===== config.mk =====
export PLATFORM = sky130hd
export DESIGN_NAME = irq_controller
export DESIGN_NICKNAME = d
export VERILOG_FILES = /design/src/rtl/irq_controller.sv
export SDC_FILE = /design/constraint.sdc
export NUM_CORES = 1
export LEC_CHECK = 0
export ABC_AREA = 1
export CAP_MARGIN = 10
export CORE_MARGIN = 2
export CORE_UTILIZATION = 30
export CTS_CLUSTER_DIAMETER = 30
export DETAILED_ROUTE_END_ITERATION = 12
export PLACE_DENSITY = 0.65
export SYNTH_ARGS = -nofsm -noshare
export SYNTH_HDL_FRONTEND = slang
export SYNTH_SLANG_ARGS = --single-unit

===== constraint.sdc =====
create_clock -name clk -period 2.3 [get_ports clk]
set_input_delay 0.46 -clock clk [delete_from_list [all_inputs] [get_ports clk]]
set_output_delay 0.46 -clock clk [all_outputs]
set_load 0.1 [all_outputs]

===== src/rtl/irq_controller.sv =====
`timescale 1ns/1ps
// irq_controller
//
// Machine-level interrupt source and arbiter for the trap handler. Holds the
// memory-mapped timer (mtime/mtimecmp), the software-interrupt bit (msip) and
// a synchronised external line. Pending sources are gated by mie,
// mstatus.MIE and privilege. One prioritised request is presented at a time
// and held until trap_taken. No new request is raised until mret.
//
// Parameters:
//   TICK_DIV     mtime increments once every TICK_DIV clk cycles (>= 1)
// Ports:
//   clk          single clock, rising edge
//   rst          synchronous reset, active low
//   reg_we       register write strobe
//   reg_sel      0 = mtime, 1 = mtimecmp, 2 = msip (bit 0), 3 = none
//   reg_wdata    write data
//   reg_rdata    selected register, one cycle after reg_sel (sel 3 reads 0)
//   ext_irq      asynchronous external interrupt level
//   mie          CSR mie (bits 3, 7, 11 used)
//   mstatus_mie  mstatus[3]
//   priv_lvl     current privilege level
//   trap_taken   trap-entry pulse
//   mret         trap-return strobe
//   irq_en       interrupt request
//   irq_code     cause code (11, 3 or 7)
//   irq_val      always 0 (mtval for interrupts)
//   mip          pending bits: 11 MEIP, 7 MTIP, 3 MSIP
//   mtime_o      current mtime
module irq_controller #(
  parameter int unsigned TICK_DIV = 1
) (
  input  logic        clk,
  input  logic        rst,
  input  logic        reg_we,
  input  logic [1:0]  reg_sel,
  input  logic [63:0] reg_wdata,
  output logic [63:0] reg_rdata,
  input  logic        ext_irq,
  input  logic [63:0] mie,
  input  logic        mstatus_mie,
  input  logic [1:0]  priv_lvl,
  input  logic        trap_taken,
  input  logic        mret,
  output logic        irq_en,
  output logic [3:0]  irq_code,
  output logic [63:0] irq_val,
  output logic [63:0] mip,
  output logic [63:0] mtime_o
);

  localparam int unsigned   PW         = (TICK_DIV > 1) ? $clog2(TICK_DIV) : 1;
  localparam logic [PW-1:0] PRESC_LAST = PW'(TICK_DIV - 1);

  localparam logic [1:0] S_IDLE    = 2'd0;
  localparam logic [1:0] S_REQ     = 2'd1;
  localparam logic [1:0] S_SERVICE = 2'd2;

  logic [PW-1:0] presc;
  logic [63:0]   mtime;
  logic [63:0]   mtimecmp;
  logic          msip;
  logic          sync1;
  logic          sync2;
  logic [1:0]    state;

  logic          mtip;
  logic          gie;
  logic          pend_ext;
  logic          pend_sw;
  logic          pend_tmr;
  logic [3:0]    cand_code;
  logic          cand_valid;
  logic          latched_live;
  logic          unused_mie;

  // A register write to mtime takes precedence over the tick and restarts
  // the prescaler so the next increment is a full TICK_DIV cycles away.
  always_ff @(posedge clk) begin
    if (!rst) begin
      presc <= '0;
      mtime <= '0;
    end else if (reg_we && reg_sel == 2'd0) begin
      presc <= '0;
      mtime <= reg_wdata;
    end else if (presc == PRESC_LAST) begin
      presc <= '0;
      mtime <= mtime + 64'd1;
    end else begin
      presc <= presc + PW'(1);
    end
  end

  always_ff @(posedge clk) begin
    if (!rst) begin
      mtimecmp <= '1;
      msip     <= 1'b0;
    end else if (reg_we) begin
      if (reg_sel == 2'd1) mtimecmp <= reg_wdata;
      if (reg_sel == 2'd2) msip     <= reg_wdata[0];
    end
  end

  // Two-flop synchroniser for the asynchronous external line.
  always_ff @(posedge clk) begin
    if (!rst) begin
      sync1 <= 1'b0;
      sync2 <= 1'b0;
    end else begin
      sync1 <= ext_irq;
      sync2 <= sync1;
    end
  end

  // Read data reflects register contents before any same-cycle write.
  always_ff @(posedge clk) begin
    if (!rst) begin
      reg_rdata <= '0;
    end else begin
      case (reg_sel)
        2'd0:    reg_rdata <= mtime;
        2'd1:    reg_rdata <= mtimecmp;
        2'd2:    reg_rdata <= {63'd0, msip};
        default: reg_rdata <= '0;
      endcase
    end
  end

  assign mtip = (mtime >= mtimecmp);
  assign mip  = {52'd0, sync2, 3'd0, mtip, 3'd0, msip, 3'd0};

  assign gie      = (priv_lvl != 2'b11) | mstatus_mie;
  assign pend_ext = sync2 & mie[11];
  assign pend_sw  = msip  & mie[3];
  assign pend_tmr = mtip  & mie[7];

  assign unused_mie = ^{mie[63:12], mie[10:8], mie[6:4], mie[2:0]};

  // Fixed priority: external > software > timer.
  always_comb begin
    cand_code = 4'd0;
    if (pend_ext)      cand_code = 4'd11;
    else if (pend_sw)  cand_code = 4'd3;
    else if (pend_tmr) cand_code = 4'd7;
  end

  assign cand_valid = gie && (cand_code != 4'd0);

  // Whether the source that was latched into irq_code is still asserted.
  always_comb begin
    latched_live = 1'b0;
    case (irq_code)
      4'd11:   latched_live = pend_ext;
      4'd3:    latched_live = pend_sw;
      4'd7:    latched_live = pend_tmr;
      default: latched_live = 1'b0;
    endcase
  end

  // trap_taken wins over withdrawal so a request that is acknowledged in the
  // same cycle it would have been dropped still enters SERVICE.
  always_ff @(posedge clk) begin
    if (!rst) begin
      state    <= S_IDLE;
      irq_code <= 4'd0;
    end else begin
      case (state)
        S_IDLE: begin
          if (cand_valid) begin
            state    <= S_REQ;
            irq_code <= cand_code;
          end
        end
        S_REQ: begin
          if (trap_taken)                state <= S_SERVICE;
          else if (!gie || !latched_live) state <= S_IDLE;
        end
        S_SERVICE: begin
          if (mret) state <= S_IDLE;
        end
        default: state <= S_IDLE;
      endcase
    end
  end

  assign irq_en  = (state == S_REQ);
  assign irq_val = '0;
  assign mtime_o = mtime;

endmodule


==> results.yml <==
pwr:
  p_leak_nw: 7.84
  p_total_mw: 13.6
  power_density_nw_per_um2: 775
  vdd_drop_max_uv: 537
logic_synthesis:
  synth_area_leaders: "dfxtp_1 34%, nand2_1 15%, buf_4 8.2%"
  yosys_warnings: 0
  yosysUniqueCellTypes: 41
  avgSynthCellArea_um2: 7.07
  dominantRegCellSynth: "dfxtp_1"
  synth-seq-cells: 201
  async_flop_share_pct: 0
  ys_seq_area_share_pct: 34.2
  syn_area_um2: 11800
  synth_area_leader_cell: "dfxtp_1"
  synth_edf_count: 0
  synth_top_area_share_pct: 34.2
  synthCells: 1664
placement:
  place_area_um2: 14900
  gp_congestion: 0.874
  port_buffers: 213
  dp.cells: 2475
  dp_worst_setup_slack_ns: -0.156
  place_hpwl_um: 28800
final_layout:
  fin_nets: 2229
  antenna_cells: 0
  final_cells: 2580
  num-fill-cells: 3773
  layout_commonest_cell: "nand2_1"
  final_core_util_pct: 45.2
  drive_gt1_share_pct: 30.6
  syn2layout_area_growth_pct: 48.6
  ff_latch_area_um2: 4160
  fin_area_um2: 17500
  layout_common_cells: "460 x nand2_1, 287 x buf_4, 144 x inv_1, 126 x conb_1, 110 x dfxtp_1"
  multi_input_area_um2: 7150
critical_path:
  critPathBufInv: 3
  endpoint_kind: "output port"
  crit_path_max_incr_delay_ns: 0.33
  path_cells: "inv_2, ha_4, nand2_2, nor2_4, nand4_1, buf_6, nor4_4, nand2_4, nand2_8, buf_12"
  rr_worst_depth: 25
  cp_data_arrival_time_ns: 2.34
  r2r_slack_ns: -0.45
  r2r-end: "irq_code[3]$_SDFFE_PN0P_"
  crit_type: "reg2out"
  crit_required_ns: 1.84
  slowest_stage: "dfxtp_2"
  r2r_start: "mtimecmp[56]$_SDFFE_PN1P_"
  crit_fanout: 2
  crit_path_start_kind: "flip-flop"
  cpLargestDelayFamily: "simple AND/OR/NAND/NOR gates"
clocking:
  htreeDepth: 2
  clk_pin_slew_ns: 0.05
  clock_path_buffers: 3
  cts_made_buffers: 49
  hold_buffers: 0
  clkSinkCount: 201
  cts_tree: "built"
  clk-insertion-delay-late_ns: 0.57
  root_buffer: "clkbuf_16"
drt:
  dr.first_iter.drc_count: 562
  drt_pre_antenna_iters: 5
  drt-wirelength-per-cell_um: 15.5
  vias: 11900
  drc: 0
  wl_um: 39900
  viasPerCell: 4.61
  ant_nets: 0
sta:
  fmax_mhz: 357
  hold_slack_ns: 0.422
  slew_headroom_pct: 34.5
  setup_viol: 5
  fin_tns_setup_ns: -2.10
  hold_violations: 0
  worst_pin_slew_ns: 0.983
  fin_crit_sh_pct: 122
  rsz0062_at_grt: "yes"
  layout_min_cycle_time_ns: 2.80
  final.setup.worst_slack_ns: -0.505
  finClkSkew_ns: 0.0247
  slew_violations: 0
die:
  start_util_pct: 30.4
  die_w_um: 202
  coreArea_um2: 38600
  num_rows: 72
  die_area_um2: 40800
  die_h_um: 202
  io_pins: 400
global_routing:
  grt_usage_pct: 18.8
  grt_pass1_vias: 11700
  grt-ovfl-total: 0
  grt_first_pass_wirelength_um: 61200
  grt_max_degree: 82
  antenna_found_initial: 1
min_path:
  min_path_cells: 2
  min_from: "sync1$_SDFF_PN0_"
  hold_class: "reg2reg"
  hold_end: "sync2$_SDFF_PN0_"
job:
  cap_violations: 0
run_status:
  status: "finished with violations"
  violations: "setup timing"
## worst reg2reg max path, cell delays in order, from the launching register on
cell and delay [ns]:
dfxtp_2 0.31, inv_1 0.10, ha_4 0.21, nand2_2 0.09
nor2_4 0.04, nand4_1 0.07, buf_6 0.12, buf_4 0.11
inv_1 0.03, nand2_1 0.05, nand2_1 0.07, a21oi_4 0.18
nand2_8 0.09, buf_4 0.15, buf_6 0.10, buf_6 0.10
buf_6 0.10, buf_6 0.10, buf_6 0.10, buf_6 0.11
nand2_4 0.07, nand2_4 0.07, nand3_4 0.09, nand2_2 0.08
inv_2 0.05, nor2_1 0.03
## sequential cells by signal (all words and copies together), names as in the netlist
signal and cells:
mtime_o 64, mtimecmp 64, reg_rdata 64, irq_code 3, state 2, msip 1, presc 1, sync1 1
sync2 1
## synth_stat cells (2+ instances only)
| cell | number |
|---|---|
| nor2_1 | 99 |
| nor2_4 | 4 |
| nor4_1 | 3 |
| inv_1 | 166 |
| buf_4 | 129 |
| xnor2_1 | 13 |
| o21ai_0 | 34 |
| nand3_1 | 33 |
| nand2_1 | 485 |
| nand3_4 | 2 |
| nor3_4 | 2 |
| inv_2 | 3 |
| ha_1 | 65 |
| nand3_2 | 3 |
| a31oi_1 | 39 |
| nor3_1 | 29 |
| a21o_1 | 4 |
| xor2_1 | 39 |
| buf_2 | 3 |
| nand2_2 | 5 |
| clkbuf_1 | 65 |
| o21a_1 | 4 |
| nand4_1 | 31 |
| dfxtp_1 | 201 |
| nor2_2 | 5 |
| o211ai_1 | 67 |
| a21oi_1 | 116 |
| nand3b_1 | 2 |
## cell type report
cell class	instances	area share (%)
Tap cell	518	3.71
Sequential cell	201	23.8
Timing Repair Buffer	383	18.4
Inverter	169	3.65
Clock buffer	64	7.86
Clock inverter	24	1.62
Multi-Input combinational cell	1221	40.9
## cells by family after synthesis
logic type / Yosys count / share of synthesized area, %
XOR/XNOR: 52 / 3.87
AND/OR/NAND/NOR: 709 / 25.6
other: 1 / 0.0319
AO/OA/AOI/OAI: 269 / 13.6
flip-flops: 201 / 34.2
buffers and inverters: 367 / 15.9
adder cells (fa/ha/maj): 65 / 6.91
## worst max path at each step
stage / start / endpoint / slack, ns / depth (start not counted)
2_1_floorplan: mtime_o[39]$_SDFFE_PN0P_ / mip[7] / -0.02 / 8
3_3_place_gp: mtimecmp[3]$_SDFFE_PN1P_ / mip[7] / -0.19 / 14
3_5_place_dp: mtimecmp[15]$_SDFFE_PN1P_ / mip[7] / -0.16 / 14
4_1_cts: mtimecmp[53]$_SDFFE_PN1P_ / mip[7] / -0.52 / 9
5_1_grt: mtimecmp[44]$_SDFFE_PN1P_ / mip[7] / -0.63 / 9
6_report: mtimecmp[57]$_SDFFE_PN1P_ / mip[7] / -0.50 / 10
## power breakdown
group	internal [mW]	switching (mW)	leakage [nW]
combinational	0.607	2.29	5.38
clock	4.73	2.17	0.791
sequential	3.67	0.103	1.67
## layer usage
metal | global-route usage, % | up-vias | part of all wire [%]
met5 | 0 | - | 0.033
met4 | 6.83 | 2 | 2.4
met3 | 4.05 | 72 | 6.3
met2 | 31.8 | 415 | 48
met1 | 23.4 | 5489 | 43
li1 | - | 5904 | -
## repair_timing
action / 4_1_cts / 5_1_grt
resized for setup: 35 / 143
setup endpoints to repair: 5 / 19
gates cloned: 0 / 0
setup buffers: 3 / 16
pin swaps: 20 / 52
No activity file was read; power rests on OpenSTA's default activity.
